**config.mk**
```make
export PLATFORM = sky130hd
export DESIGN_NAME = ec_engine_ctrl
export DESIGN_NICKNAME = d
export VERILOG_FILES = /design/src/rtl/ec_ctrl_pkg.sv /design/src/rtl/ec_valid_pipe.sv /design/src/rtl/ec_engine_ctrl.sv
export SDC_FILE = /design/constraint.sdc
export NUM_CORES = 1
export LEC_CHECK = 0
export CAP_MARGIN = 20
export CORE_MARGIN = 2
export CORE_UTILIZATION = 33
export DETAILED_ROUTE_END_ITERATION = 7
export MAX_ROUTING_LAYER = met4
export PLACE_DENSITY_LB_ADDON = 0.12
export REMOVE_ABC_BUFFERS = 1
export SLEW_MARGIN = 20
export SYNTH_ARGS = -nofsm -noshare
export SYNTH_HDL_FRONTEND = slang
export SYNTH_HIERARCHICAL = 1
export SYNTH_SLANG_ARGS = --single-unit
```
**constraint.sdc**
```tcl
create_clock -name clk -period 3.7 [get_ports clk]
set_input_delay 0.555 -clock clk [delete_from_list [all_inputs] [get_ports clk]]
set_output_delay 0.555 -clock clk [all_outputs]
set_load 0.02 [all_outputs]
```
**src/rtl/ec_ctrl_pkg.sv**
```systemverilog
// ----------------------------------------------------------------------------
// ec_ctrl_pkg
// Shared definitions for the erasure-coding engine job controller.
//   - ec_ctrl_st_e : controller state encoding (also exported for debug)
//   - EC_CNT_W / EC_BM_ROWS / EC_PIPE_LAT : default sizing shared with the
//     engine, bitmatrix memory and buffers
//   - wrap_inc     : increment that wraps to zero after a given last value
// ----------------------------------------------------------------------------
package ec_ctrl_pkg;

    localparam int EC_CNT_W    = 16;
    localparam int EC_BM_ROWS  = 8;
    localparam int EC_PIPE_LAT = 3;

    typedef enum logic [2:0] {
        IDLE  = 3'd0,
        LOAD  = 3'd1,
        CALC  = 3'd2,
        DRAIN = 3'd3,
        DONE  = 3'd4
    } ec_ctrl_st_e;

    // Returns v+1, or 0 when v is already at last.
    function automatic int unsigned wrap_inc(input int unsigned v,
                                             input int unsigned last);
        return (v >= last) ? 0 : v + 1;
    endfunction

endpackage

```
**src/rtl/ec_valid_pipe.sv**
```systemverilog
// ----------------------------------------------------------------------------
// ec_valid_pipe
// DEPTH-stage 1-bit valid delay line. Tracks which engine pipeline slots hold
// a real result so output-buffer writes line up with engine results.
// Ports:
//   clk, rstn : clock, asynchronous active-low reset
//   clr       : synchronous clear of every stage (job abandoned)
//   din       : valid entering the pipeline this cycle
//   dout      : valid leaving the pipeline (registered, DEPTH cycles later)
// ----------------------------------------------------------------------------
module ec_valid_pipe #(
    parameter int DEPTH = 3
) (
    input  logic clk,
    input  logic rstn,
    input  logic clr,
    input  logic din,
    output logic dout
);

    logic [DEPTH-1:0] sr_q;

    always_ff @(posedge clk or negedge rstn) begin
        if (!rstn) begin
            sr_q <= '0;
        end else if (clr) begin
            sr_q <= '0;
        end else begin
            sr_q[0] <= din;
            for (int i = 1; i < DEPTH; i++) begin
                sr_q[i] <= sr_q[i-1];
            end
        end
    end

    assign dout = sr_q[DEPTH-1];

endmodule

```
**src/rtl/ec_engine_ctrl.sv**
```systemverilog
// ----------------------------------------------------------------------------
// ec_engine_ctrl
// Job controller for the erasure-coding engine. Runs one encode job of
// job_beats beats: per beat it pops the input buffer, reads a bitmatrix row
// (wrapping address) and fires the engine, then writes each engine result to
// the output buffer exactly PIPE_LAT cycles later. Supports backpressure,
// exact drain, abort and a one-cycle done pulse.
// Ports:
//   clk, rstn            : clock, asynchronous active-low reset
//   start, abort         : job start pulse (IDLE only) / abandon job
//   job_beats            : beats in job, latched in LOAD
//   inbuff_empty         : input buffer has no word
//   outbuff_afull        : output buffer lacks PIPE_LAT+1 free entries
//   eng_rstn             : engine synchronous reset, active-low
//   global_reg_wr_en     : control registers writable (IDLE)
//   cntrl_inbuff_rd_en   : pop one input word
//   cntrl_bm_mem_rd_en   : read bitmatrix row bm_row_addr
//   bm_row_addr          : bitmatrix row for the current beat
//   cntrl_eng_calc_en    : engine consumes one beat
//   cntrl_outbuff_wr_en  : push one engine result
//   busy, done           : not IDLE / job-complete pulse
//   dbg_state            : current controller state
//
// Handshake: every enable is a single-cycle strobe and one beat moves in each
// cycle it is high. inbuff_empty and outbuff_afull are the not-ready inputs;
// a beat is issued only when the input side has a word and the output side
// has room for it plus everything already in flight, so the output write is
// never stalled once a beat has been issued.
// ----------------------------------------------------------------------------
module ec_engine_ctrl
    import ec_ctrl_pkg::*;
#(
    parameter int  CNT_W    = EC_CNT_W,
    parameter int  BM_ROWS  = EC_BM_ROWS,
    parameter int  PIPE_LAT = EC_PIPE_LAT,
    localparam int AW       = (BM_ROWS > 1) ? $clog2(BM_ROWS) : 1
) (
    input  logic             clk,
    input  logic             rstn,
    input  logic             start,
    input  logic             abort,
    input  logic [CNT_W-1:0] job_beats,
    input  logic             inbuff_empty,
    input  logic             outbuff_afull,
    output logic             eng_rstn,
    output logic             global_reg_wr_en,
    output logic             cntrl_inbuff_rd_en,
    output logic             cntrl_bm_mem_rd_en,
    output logic [AW-1:0]    bm_row_addr,
    output logic             cntrl_eng_calc_en,
    output logic             cntrl_outbuff_wr_en,
    output logic             busy,
    output logic             done,
    output ec_ctrl_st_e      dbg_state
);

    ec_ctrl_st_e      state_q, state_d;
    logic [CNT_W-1:0] len_q;
    logic [CNT_W-1:0] issue_cnt_q;
    logic [CNT_W-1:0] wr_cnt_q;
    logic [CNT_W-1:0] issue_cnt_inc;
    logic [CNT_W-1:0] wr_cnt_inc;
    logic             issue;
    logic             last_issue;
    logic             last_wr;
    logic             abort_job;

    assign issue_cnt_inc = issue_cnt_q + CNT_W'(1);
    assign wr_cnt_inc    = wr_cnt_q + CNT_W'(1);

    // abort only matters once a job has been accepted; in IDLE it merely
    // blocks a simultaneous start.
    assign abort_job  = abort && (state_q != IDLE);
    assign issue      = (state_q == CALC) && !inbuff_empty && !outbuff_afull;
    assign last_issue = issue && (issue_cnt_inc == len_q);
    assign last_wr    = cntrl_outbuff_wr_en && (wr_cnt_inc == len_q);

    // ------------------------------------------------------------------
    // State register
    // ------------------------------------------------------------------
    always_ff @(posedge clk or negedge rstn) begin
        if (!rstn) begin
            state_q <= IDLE;
        end else begin
            state_q <= state_d;
        end
    end

    // ------------------------------------------------------------------
    // Next state and outputs
    // ------------------------------------------------------------------
    always_comb begin
        state_d            = state_q;
        eng_rstn           = 1'b1;
        global_reg_wr_en   = 1'b0;
        busy               = 1'b1;
        done               = 1'b0;
        cntrl_inbuff_rd_en = issue;
        cntrl_bm_mem_rd_en = issue;
        cntrl_eng_calc_en  = issue;

        case (state_q)
            IDLE: begin
                eng_rstn         = 1'b0;
                global_reg_wr_en = 1'b1;
                busy             = 1'b0;
                if (start && !abort) begin
                    state_d = LOAD;
                end
            end
            LOAD: begin
                eng_rstn = 1'b0;
                state_d  = (job_beats == '0) ? DONE : CALC;
            end
            CALC: begin
                if (last_issue) begin
                    state_d = DRAIN;
                end
            end
            DRAIN: begin
                // The final write can only land here: it trails the last
                // issue by PIPE_LAT >= 1 cycles.
                if (last_wr) begin
                    state_d = DONE;
                end
            end
            DONE: begin
                done    = !abort;
                state_d = IDLE;
            end
            default: begin
                state_d = IDLE;
            end
        endcase

        if (abort_job) begin
            state_d = IDLE;
        end
    end

    assign dbg_state = state_q;

    // ------------------------------------------------------------------
    // Job length, beat counters and bitmatrix row address
    // ------------------------------------------------------------------
    always_ff @(posedge clk or negedge rstn) begin
        if (!rstn) begin
            len_q       <= '0;
            issue_cnt_q <= '0;
            wr_cnt_q    <= '0;
            bm_row_addr <= '0;
        end else if (state_q == LOAD) begin
            len_q       <= job_beats;
            issue_cnt_q <= '0;
            wr_cnt_q    <= '0;
            bm_row_addr <= '0;
        end else begin
            if (issue) begin
                issue_cnt_q <= issue_cnt_inc;
                bm_row_addr <= AW'(wrap_inc(32'(bm_row_addr), BM_ROWS - 1));
            end
            if (cntrl_outbuff_wr_en) begin
                wr_cnt_q <= wr_cnt_inc;
            end
        end
    end

    // ------------------------------------------------------------------
    // Engine pipeline tracking: an issued beat becomes an output write
    // exactly PIPE_LAT cycles later unless the job is abandoned.
    // ------------------------------------------------------------------
    ec_valid_pipe #(
        .DEPTH (PIPE_LAT)
    ) u_valid_pipe (
        .clk  (clk),
        .rstn (rstn),
        .clr  (abort_job),
        .din  (issue),
        .dout (cntrl_outbuff_wr_en)
    );

endmodule

```
# ---- Yosys cells after proc, flatten, opt, wreduce, memory -nomap -nowiden
# Cells that the tools add are included.
dict set report totals {
  register_bits 57
  inputBits 22
  word_cells 53
}
dict set report op_classes {
  add_sub_neg 3
  order_cmp 1
  n_eq_ne 9
  n_mux 18
  n_reduce_logical 16
}
# op count
set ops {}
lappend ops {{two-way mux 16 bit} 4}
lappend ops {{adder 16 x 1 -> 16 bit (second input constant)} 2}
lappend ops {{== test 16 bit} 2}
lappend ops {{two-way mux 3 bit} 9}
lappend ops {{logical NOT 16 bit} 1}
lappend ops {{one-hot mux 3 bit (4 select lines)} 1}
lappend ops {{!= test 3 bit (second input constant)} 3}
lappend ops {{== test 3 x 2 -> 1 bit (second input constant)} 2}
lappend ops {{logical AND 1 bit} 6}
lappend ops {{two-way mux 1 bit} 4}
lappend ops {{nonzero test 2 bit} 2}
lappend ops {{adder 3 x 1 -> 3 bit (second input constant)} 1}
lappend ops {{== test 3 x 1 -> 1 bit (second input constant)} 1}
lappend ops {{== test 3 bit (second input constant)} 1}
lappend ops {{>= comparator 3 bit (second input constant)} 1}
lappend ops {{logical NOT 1 bit} 3}
lappend ops {{logical NOT 3 bit} 1}
lappend ops {{AND reduction 3 bit} 1}
lappend ops {{nonzero test 3 bit} 1}
lappend ops {{OR reduction 2 bit} 1}

# ---- Logic depth before layout (Yosys ltp)
dict set report logic_depth {
  depth_word 7
  mapped_depth 10
  mapped_depth_nobuf 8
}

# ---- Modules after synthesis
# Netlist, hierarchy kept.
# mod n_inst cells_per_inst area_per_inst_um2
set by_module_without_submodules {}
lappend by_module_without_submodules {ec_engine_ctrl 1 396 3653.5}
lappend by_module_without_submodules {ec_valid_pipe 1 6 93.8}

# ---- Worst setup path after synthesis
# Ideal clock, no wire load.
dict set report synth_path {
  kind {input to output}
  from {input port inbuff_empty}
  to {output port cntrl_eng_calc_en}
  arrival_ns 1.604
  required_time_ns 3.145
  slack_ns 1.541
  stages 4
  n_path_buf 2
  path_cell_list {or4_1 clkbuf_1 inv_2 buf_4}
}
dict set report synth_between {
  elab_chain_cells 3
}
# item line_no
set synth_lines {}
lappend synth_lines {{start: declaration} ec_engine_ctrl.sv:43} ;# input logic inbuff_empty,
lappend synth_lines {{logical NOT 1 bit} ec_engine_ctrl.sv:74} ;# assign issue = (state_q == CALC) && !inbuff_empty && !outbuff_afull;
lappend synth_lines {{logical AND 1 bit (2 in series)} ec_engine_ctrl.sv:74}
lappend synth_lines {{end: declaration} ec_engine_ctrl.sv:50} ;# output logic cntrl_eng_calc_en,
# Every way passes these cells.

# ---- Worst setup path after layout
# Ends and elaborated chain as after synthesis.

==> run summary <==
Slew HR - 0.402
Post-synthesis sequential area ratio - 0.381
Synthesis-to-finish area growth - 18.4%
TNS Setup - 0 ns
CP top delay family - buffers and inverters
CP required - 3.14 ns
I/O Pins - 36
Critical path type - input port to output port
Via Count - 3113
Yosys reg bits - 57
CP peak stage delay - 0.62 ns
Die area - 0.0122 mm²
Final worst-path cycle share - 0.770
Fin. Hold Viols - 0
Startpoint types - input port
CTS tree - built
Fin crit period - 2.85 ns
H-tree depth - 3
CP arrival - 2.29 ns
Count of cell types in the netlist - 62
Hold Crit Class - input port to async pin
Worst VDD drop - 0.224 mV
CTS buffer count - 9
Largest net degree at the start of global routing - 37
Detailed Route Iter0 Violations - 127
Synthesized instance count - 402
Core Region - 0.0110 mm²
Critical Path Sink Type - output port
Max Freq - 0.351 GHz
Crit-path cells - clkdlybuf4s50_1 > or4_1 > inv_2 > clkdlybuf4s50_1
Final WL - 9770 µm
Initial Util - 0.341
Final nets - 452
# port buffers - 35
Post-synth EDFFs - 0
Final setup margin - 0.852 ns
Pins over their slew limit - 0
Most used DFF post-synth - dfrtp_1
Antenna violations before repair - 0
Overall Global Routing Usage - 0.174
Slowest stage cell on the critical path - clkdlybuf4s50_1
Synth area leader - dfrtp_1
RSZ-0062 raised after global routing - false
Total grt overflow - 0
Synth async-reset ratio - 1.00
Post-place setup slack - 0.843 ns
CP Max Fanout - 4
Max cap viols - 0
Routed WL per cell - 17.2 µm
Clk root buf - clkbuf_16
Vias in the first global route - 3084
Post-cts resize count - 0
Dpl hpwl - 7030 µm
Area share of the largest cell type after synthesis - 0.381
Mapped Area - 0.00375 mm²
Share of cells above drive strength 1 - 0.126
Worst-Skew Late Latency - 0.33 ns
Worst setup path start - inbuff_empty
Clk sinks - 57
Die width - 111 µm
Clock Pin Slew Worst Setup and Hold Paths - 0.05 ns
Worst reg-to-reg setup slack - 1.21 ns
First-pass GRT wire length - 16600 µm
Die Ht - 111 µm
Hold_buf cts - 0
Fillers - 1099
Outcome - finished, final reports clean
Crit path buf inv count - 3
Vias per cell - 5.47
Post-route antenna net violation count - 0
Area contributors post-synth - dfrtp_1, xnor2_1, xor2_1, mux2_2, nor2_1
PD cells - 484 mW/mm²
Avg Inst Size Synth - 9.32 µm²
N_diodes - 0
DR pass1 iterations - 4
Final GP Congestion - 0.814
Most common cell on crit path - clkdlybuf4s50_1
Least-Margin Pin Slew - 0.898 ns
Row count - 38
Setup repair bufs after CTS - 0
Layout Skew - 0.00537 ns
Leakage - 1.78 nW
Yosys warns - 6
Worst flop-to-flop path startpoint - wr_cnt_q[0]$_DFFE_PN0P_
CTS max path bufs - 2
DR DRC count - 0
Final setup viols - 0
## where the power goes
part / internal [mW] / leakage [nW] / switching (mW)
sequential: 0.704 / 0.758 / 0.158
combinational: 0.277 / 0.894 / 0.253
clock: 0.482 / 0.129 / 0.272
## routing by layer
| layer | GRT usage | vias to the layer above | wire length, µm |
|---|---|---|---|
| met1 | 0.230 | 1516 | 4590 |
| met5 | - | - | 0 |
| met2 | 0.270 | 80 | 4580 |
| met3 | 0.0362 | 11 | 490 |
| met4 | 0.0525 | 0 | 112 |
| li1 | - | 1506 | - |
## cells in the mapped netlist (5+ instances only)
| cell | number |
|---|---|
| nand3_1 | 20 |
| nor3_1 | 6 |
| dfrtp_1 | 57 |
| o31ai_1 | 8 |
| mux2_2 | 17 |
| nor4_1 | 9 |
| nand2_1 | 28 |
| nor2_1 | 37 |
| buf_2 | 11 |
| and3_1 | 5 |
| a21oi_1 | 12 |
| mux2i_1 | 5 |
| xor2_1 | 23 |
| a31oi_1 | 5 |
| nand4_1 | 11 |
| clkbuf_1 | 8 |
| nor2b_1 | 5 |
| xnor2_1 | 28 |
| o21ai_0 | 27 |
## cell families after synthesis
| group | count (synthesis) | share of synthesized area |
|---|---|---|
| adder cells (fa/ha/maj) | 4 | 0.0134 |
| buffers and inverters | 31 | 0.0401 |
| AND/OR/NAND/NOR | 160 | 0.243 |
| multiplexers | 24 | 0.0715 |
| flip-flops | 57 | 0.381 |
| XOR/XNOR | 51 | 0.119 |
| AO/OA/AOI/OAI | 75 | 0.132 |
## sequential cells by signal, summed over array words and instances, names as in the netlist
| signal | flops |
|---|---|
| wr_cnt_q | 16 |
| dbg_state | 3 |
| len_q | 16 |
| u_valid_pipe/sr_q | 3 |
| bm_row_addr | 3 |
| issue_cnt_q | 16 |
## layout by cell type (no fill, tap or decap), types with 11 or more instances in the layout
cell             instances
xor2_1                  23
a21oi_1                 12
o21ai_0                 27
clkdlybuf4s50_1         34
dfrtp_1                 57
xnor2_1                 28
nand3_1                 20
mux2_2                  17
nor2_1                  35
nand4_1                 11
nand2_1                 28
## stage by stage
stage                     hold WS [ns]  utilization  std cells  power, mW  cell area [µm²]
after detailed placement         0.453        0.380        555       1.41             4170
after global placement           0.443        0.380        555       1.39             4170
after floorplan                  0.259            -        376       1.20             3620
final                            0.345        0.404        569       2.15             4440
after global routing             0.413        0.404        569       2.28             4440
after CTS                        0.382        0.404        569       2.18             4430
## final timing paths
| check | endpoint | cells past startpoint |
|---|---|---|
| max in group asynchronous | len_q[15]$_DFFE_PN0N_ | 2 |
| hold / removal | len_q[2]$_DFFE_PN0N_ | 1 |
| setup reg to reg | dbg_state[1]$_DFFE_PN0P_ | 8 |
| min in group clk | u_valid_pipe/sr_q[1]$_DFF_PN0_ | 1 |
| setup / recovery | cntrl_eng_calc_en | 4 |
| hold reg to reg | u_valid_pipe/sr_q[1]$_DFF_PN0_ | 1 |
## layout make-up
| cell class | instances | area, µm² | share of cell area |
|---|---|---|---|
| multi-input cells | 314 | 2180 | 0.491 |
| inverters | 5 | 18.8 | 0.00423 |
| flip-flops and latches | 57 | 1430 | 0.322 |
| clock buffers | 14 | 264 | 0.0595 |
| well taps | 140 | 175 | 0.0395 |
| repair buffers | 39 | 375 | 0.0846 |
No activity file was read; power rests on OpenSTA's default activity.
==> RTL edit 1, RTL diff (config.mk and constraints unchanged) <==
Make the reset (`rstn`) synchronous in 3 clocked blocks. Comments in the files are not updated.
--- a/src/rtl/ec_valid_pipe.sv
+++ b/src/rtl/ec_valid_pipe.sv
@@ -22,3 +22,3 @@
 
-    always_ff @(posedge clk or negedge rstn) begin
+    always_ff @(posedge clk) begin
         if (!rstn) begin
--- a/src/rtl/ec_engine_ctrl.sv
+++ b/src/rtl/ec_engine_ctrl.sv
@@ -80,3 +80,3 @@
     // ------------------------------------------------------------------
-    always_ff @(posedge clk or negedge rstn) begin
+    always_ff @(posedge clk) begin
         if (!rstn) begin
@@ -145,3 +145,3 @@
     // ------------------------------------------------------------------
-    always_ff @(posedge clk or negedge rstn) begin
+    always_ff @(posedge clk) begin
         if (!rstn) begin
Behaviour: differs if rstn is asserted again (counterexample within 4 cycles, from zero or initial values and one cycle with rstn low); with rstn held inactive, the same outputs for 10 cycles.
==> RTL edit 1 against the original RTL <==
Final area down 9.6%. Highest routed layer unchanged. Area after synthesis down 8.9%. Largest cell class unchanged. Maximum frequency down 5.5%. Worst setup slack worse by 0.17 ns. Sequential cell count unchanged. Routed wire length down 13%. Hold slack better by 0.13 ns.
Power is not compared: it rests on default switching activity, and its combinational part moved more than twofold at a synthesized area within 25%.
==> RTL edit 1: results (changes against the original RTL) <==
* GRT met2 Usage at 23.92% (was 26.95%)
* Met2 wire len at 3774 um (was 4582 um)
* Area after DPL at 0.003836 mm^2 (was 0.004169 mm^2)
* M1 WL at 4377 um (was 4588 um)
* GR Util All Layers at 16.73% (was 17.39%)
* Met3 routed WL at 227 um (was 490 um)
* Met3 usage at 4.020% (was 3.622%)
* Net count, final at 471 (was 452)
* Clock Tree Root: clkbuf_8 (was clkbuf_16)
* Status: finished clean (unchanged)
* Via count at 2881 (was 3113)
* Max layer used: met4 (unchanged)
* Sequential share of the synthesized area at 33.44% (was 38.06%)
* Global Route met1 Usage at 23.26% (was 22.98%)
* Largest net degree at the start of global routing at 26 (was 37)
* # diodes at 0 (unchanged)
* Fin Clk Skew at 0.008898 ns (was 0.005374 ns)
* Crit Path Max Fanout at 11 (was 4)
* H-Tree Level Count at 3 (unchanged)
* Port-buffer cells at 35 (unchanged)
* Asr flop ratio synth at 0% (was 100.0%)
* Crit path largest cell delay at 0.70 ns (was 0.62 ns)
* Post_cts resized at 0 (unchanged)
* Vias in the first global route at 2699 (was 3084)
* Placer Congestion at 0.7890 (was 0.8144)
* Detailed-router iteration count before antenna repair at 4 (unchanged)
* First-pass GRT wire length at 14170 um (was 16650 um)
* Inserted Clock Buffers at 9 (unchanged)
* P_leak at 0.001363 uW
* Main area contributors after synthesis: dfxtp_1, xnor2_1, xor2_1, nand2_1, nor2_1 (was dfrtp_1, xnor2_1, xor2_1, mux2_2, nor2_1)
* Post-DP HPWL at 6367 um (was 7034 um)
* Post-synth top cells: nand2_1, dfxtp_1, nor2_1, xnor2_1, xor2_1 (was dfrtp_1, nor2_1, nand2_1, xnor2_1, o21ai_0)
* Worst-margin pin slew at 0.5958 ns (was 0.8977 ns)
* Crit-path slowest cell: or4_1 (was clkdlybuf4s50_1)
* DP Worst Slack at 0.6808 ns (was 0.8432 ns)
* Count of cell types in the netlist at 52 (was 62)
* Drt total wl at 8491 um (was 9774 um)
* Hold Path Class: reg2reg (was in2async)
* Iteration-0 DRC Markers at 105 (was 127)
* Top_reg_cell synth: dfxtp_1 (was dfrtp_1)
* Max Root-Sink Buffers at 2 (unchanged)
* Share of cells above drive strength 1 at 6.444% (was 12.59%)
* YS warnings at 6 (unchanged)
* Peak supply drop at 0.0001642 V
* Fillers at 1089 (was 1099)
* Critical path arrival at 2.46 ns (was 2.29 ns)
RTL edit 1: cell count changes after synthesis, sizes merged, moves of 16 or more:
cell    change
dfrtp      -57
xnor2      +16
a21boi     +16
o21ai      -25
mux2       -19
nand2      +33
dfxtp      +57
RTL edit 1: metrics by stage:
stage,instances,util [%]
3_3_place_gp,570,37.67
4_1_cts,586,39.37
3_5_place_dp,570,37.67
2_1_floorplan,395,-
5_1_grt,586,39.37
6_report,586,39.37
RTL edit 1: worst paths after layout:
kind	startpoint	endpoint	slack, ns	depth (start not counted)
hold / removal	u_valid_pipe/sr_q[1]	u_valid_pipe/sr_q[2]	0.47	1
setup / recovery	inbuff_empty	cntrl_inbuff_rd_en	0.69	4
hold reg to reg	u_valid_pipe/sr_q[1]	u_valid_pipe/sr_q[2]	0.47	1
setup reg to reg	wr_cnt_q[0]	dbg_state[0]	0.99	8
RTL edit 1: kinds of logic (layout without fill, tap and decap cells):
kind of cell / count (synthesis) / in the layout / synth area share (%)
xor+xnor: 72 / 72 / 18.48
flops: 57 / 57 / 33.44
compound gates: 52 / 52 / 10.60
simple gates: 198 / 198 / 30.62
fa+ha+maj: 4 / 4 / 1.467
mux: 2 / 2 / 0.5867
buf+inv: 37 / 65 / 4.804
RTL edit 1: report_power, final:
part / internal (uW) / switching, uW / total [uW]
Combinational: 48.6 / 45.6 / 94.2
Sequential: 620 / 12.3 / 633
Clock: 277 / 244 / 520
Total: 946 / 301 / 1250
RTL edit 1: layout make-up:
| class | count | share of cell area (%) |
|---|---|---|
| inverter | 10 | 0.9360 |
| multi-input combinational | 328 | 52.54 |
| tap | 136 | 4.243 |
| clock inverter | 3 | 0.3744 |
| clock buffer | 13 | 3.963 |
| timing repair buffer | 39 | 9.485 |
| sequential | 57 | 28.46 |
==> RTL edit 2, RTL diff (same flow settings) <==
Without the edit above. The package constant `EC_BM_ROWS` goes from 8 to 16.
--- a/src/rtl/ec_ctrl_pkg.sv
+++ b/src/rtl/ec_ctrl_pkg.sv
@@ -11,3 +11,3 @@
     localparam int EC_CNT_W    = 16;
-    localparam int EC_BM_ROWS  = 8;
+    localparam int EC_BM_ROWS  = 16;
     localparam int EC_PIPE_LAT = 3;
Ports: changed (resized bm_row_addr); port bits go from 36 to 37. The function was not compared with the original's and may differ.
==> RTL edit 2 against the original RTL <==
Final area down 1.6%. Via count increased by 6.9%. Total power fell by 8.6%. Clock power fell by 23%. Sequential cell count up 1. Area after synthesis is 0.90% lower. Worst setup slack got worse by 0.24 ns. Routed wire length up 3.6%. Largest power group unchanged.
==> RTL edit 2: results (changes against the original RTL) <==
* CLK BUF at 12 (was 14)
* RR Startpoint: issue_cnt_q[0] (was wr_cnt_q[0])
* Net count, final at 500 (was 452)
* Highest Clock Rate at 323.7 MHz (was 351.1 MHz)
* Count of cell types in the netlist at 58 (was 62)
* FFs & Latches at 58 (was 57)
* Clock-cell share at 4.243% (was 5.952%)
* Post-synth top cells: nand2_1, dfrtp_1, nor2_1 (was dfrtp_1, nor2_1, nand2_1, xnor2_1, o21ai_0)
* Share of cells above drive strength 1 at 6.472% (was 12.59%)
* Peak supply drop at 0.0002468 V (was 0.0002241 V)
* Status: finished clean (unchanged)
* Post-DP HPWL at 7342 um (was 7034 um)
* Vias in the first global route at 3203 (was 3084)
* Crit Path Max Fanout at 9 (was 4)
* P_leak at 0.001780 uW (about the same)
* Crit path from: dbg_state[2] (was inbuff_empty)
* Invs w/o clock at 13 (was 5)
* Layout non-clock buf frac at 9.174% (was 8.463%)
* Sequential share of the synthesized area at 39.08% (was 38.06%)
* Fin Clk Skew at 0.01087 ns (was 0.005374 ns)
* Register area at 0.001451 mm^2 (was 0.001426 mm^2)
* First-pass GRT wire length at 17000 um (was 16650 um)
* Main area contributors after synthesis: dfrtp_1, nand2_1, xnor2_1, o21ai_0, xor2_1 (was dfrtp_1, xnor2_1, xor2_1, mux2_2, nor2_1)
* Drt total wl at 10130 um (was 9774 um)
* Fillers at 1088 (was 1099)
* GR Util All Layers at 18.98% (was 17.39%)
==> RTL edit 2: per-stage QoR <==
step           std cells  hold slack [ns]  power [uW]  area [um^2]
2_1_floorplan        422           0.2594        1198         3603
3_3_place_gp         603           0.4451        1387         4172
3_5_place_dp         603           0.4611        1393         4172
4_1_cts              618           0.3333        1983         4357
5_1_grt              619           0.3892        2082         4364
6_report             619           0.3078        1961         4364
==> RTL edit 2: logic make-up after synthesis <==
group / synth area share (%)
compound gates: 15.87
xor+xnor: 11.32
fa+ha+maj: 1.011
buf+inv: 4.278
flops: 39.08
mux: 1.112
simple gates: 27.32
==> RTL edit 2: worst max-delay path, stage by stage (launching register included) <==
cell and delay (ns):
dfrtp_1 0.49, nand2b_1 0.25, or4_1 0.67, clkinv_1 0.17, clkdlybuf4s50_1 0.61
==> RTL edit 2: worst paths after layout <==
kind	end	slack, ns	cells past startpoint
worst max-delay path	cntrl_eng_calc_en	0.61	4
worst min-delay path	issue_cnt_q[2]	0.31	1
worst max register to register	dbg_state[0]	0.85	7
worst min register to register	u_valid_pipe/sr_q[2]	0.48	1
max in group asynchronous	wr_cnt_q[15]	2.55	2
min in group clk	u_valid_pipe/sr_q[2]	0.48	1
==> RTL edit 2: power by group <==
group	total, uW	leakage [uW]	internal (uW)	switching, uW
combinational	517	0.000902	254	263
clock	580	0.0000962	324	256
sequential	864	0.000781	714	150
total	1960	0.00178	1290	670
==> RTL edit 2: metal layers <==
metal / wire length (um) / track usage [%] / share of wire, % / up-vias
li1: - / - / - / 1641
met1: 4876 / 25.26 / 48 / 1625
met2: 4773 / 28.97 / 47 / 48
met3: 322 / 3.762 / 3.2 / 14
met4: 157 / 6.329 / 1.6 / 0
met5: 0 / - / 0 / -
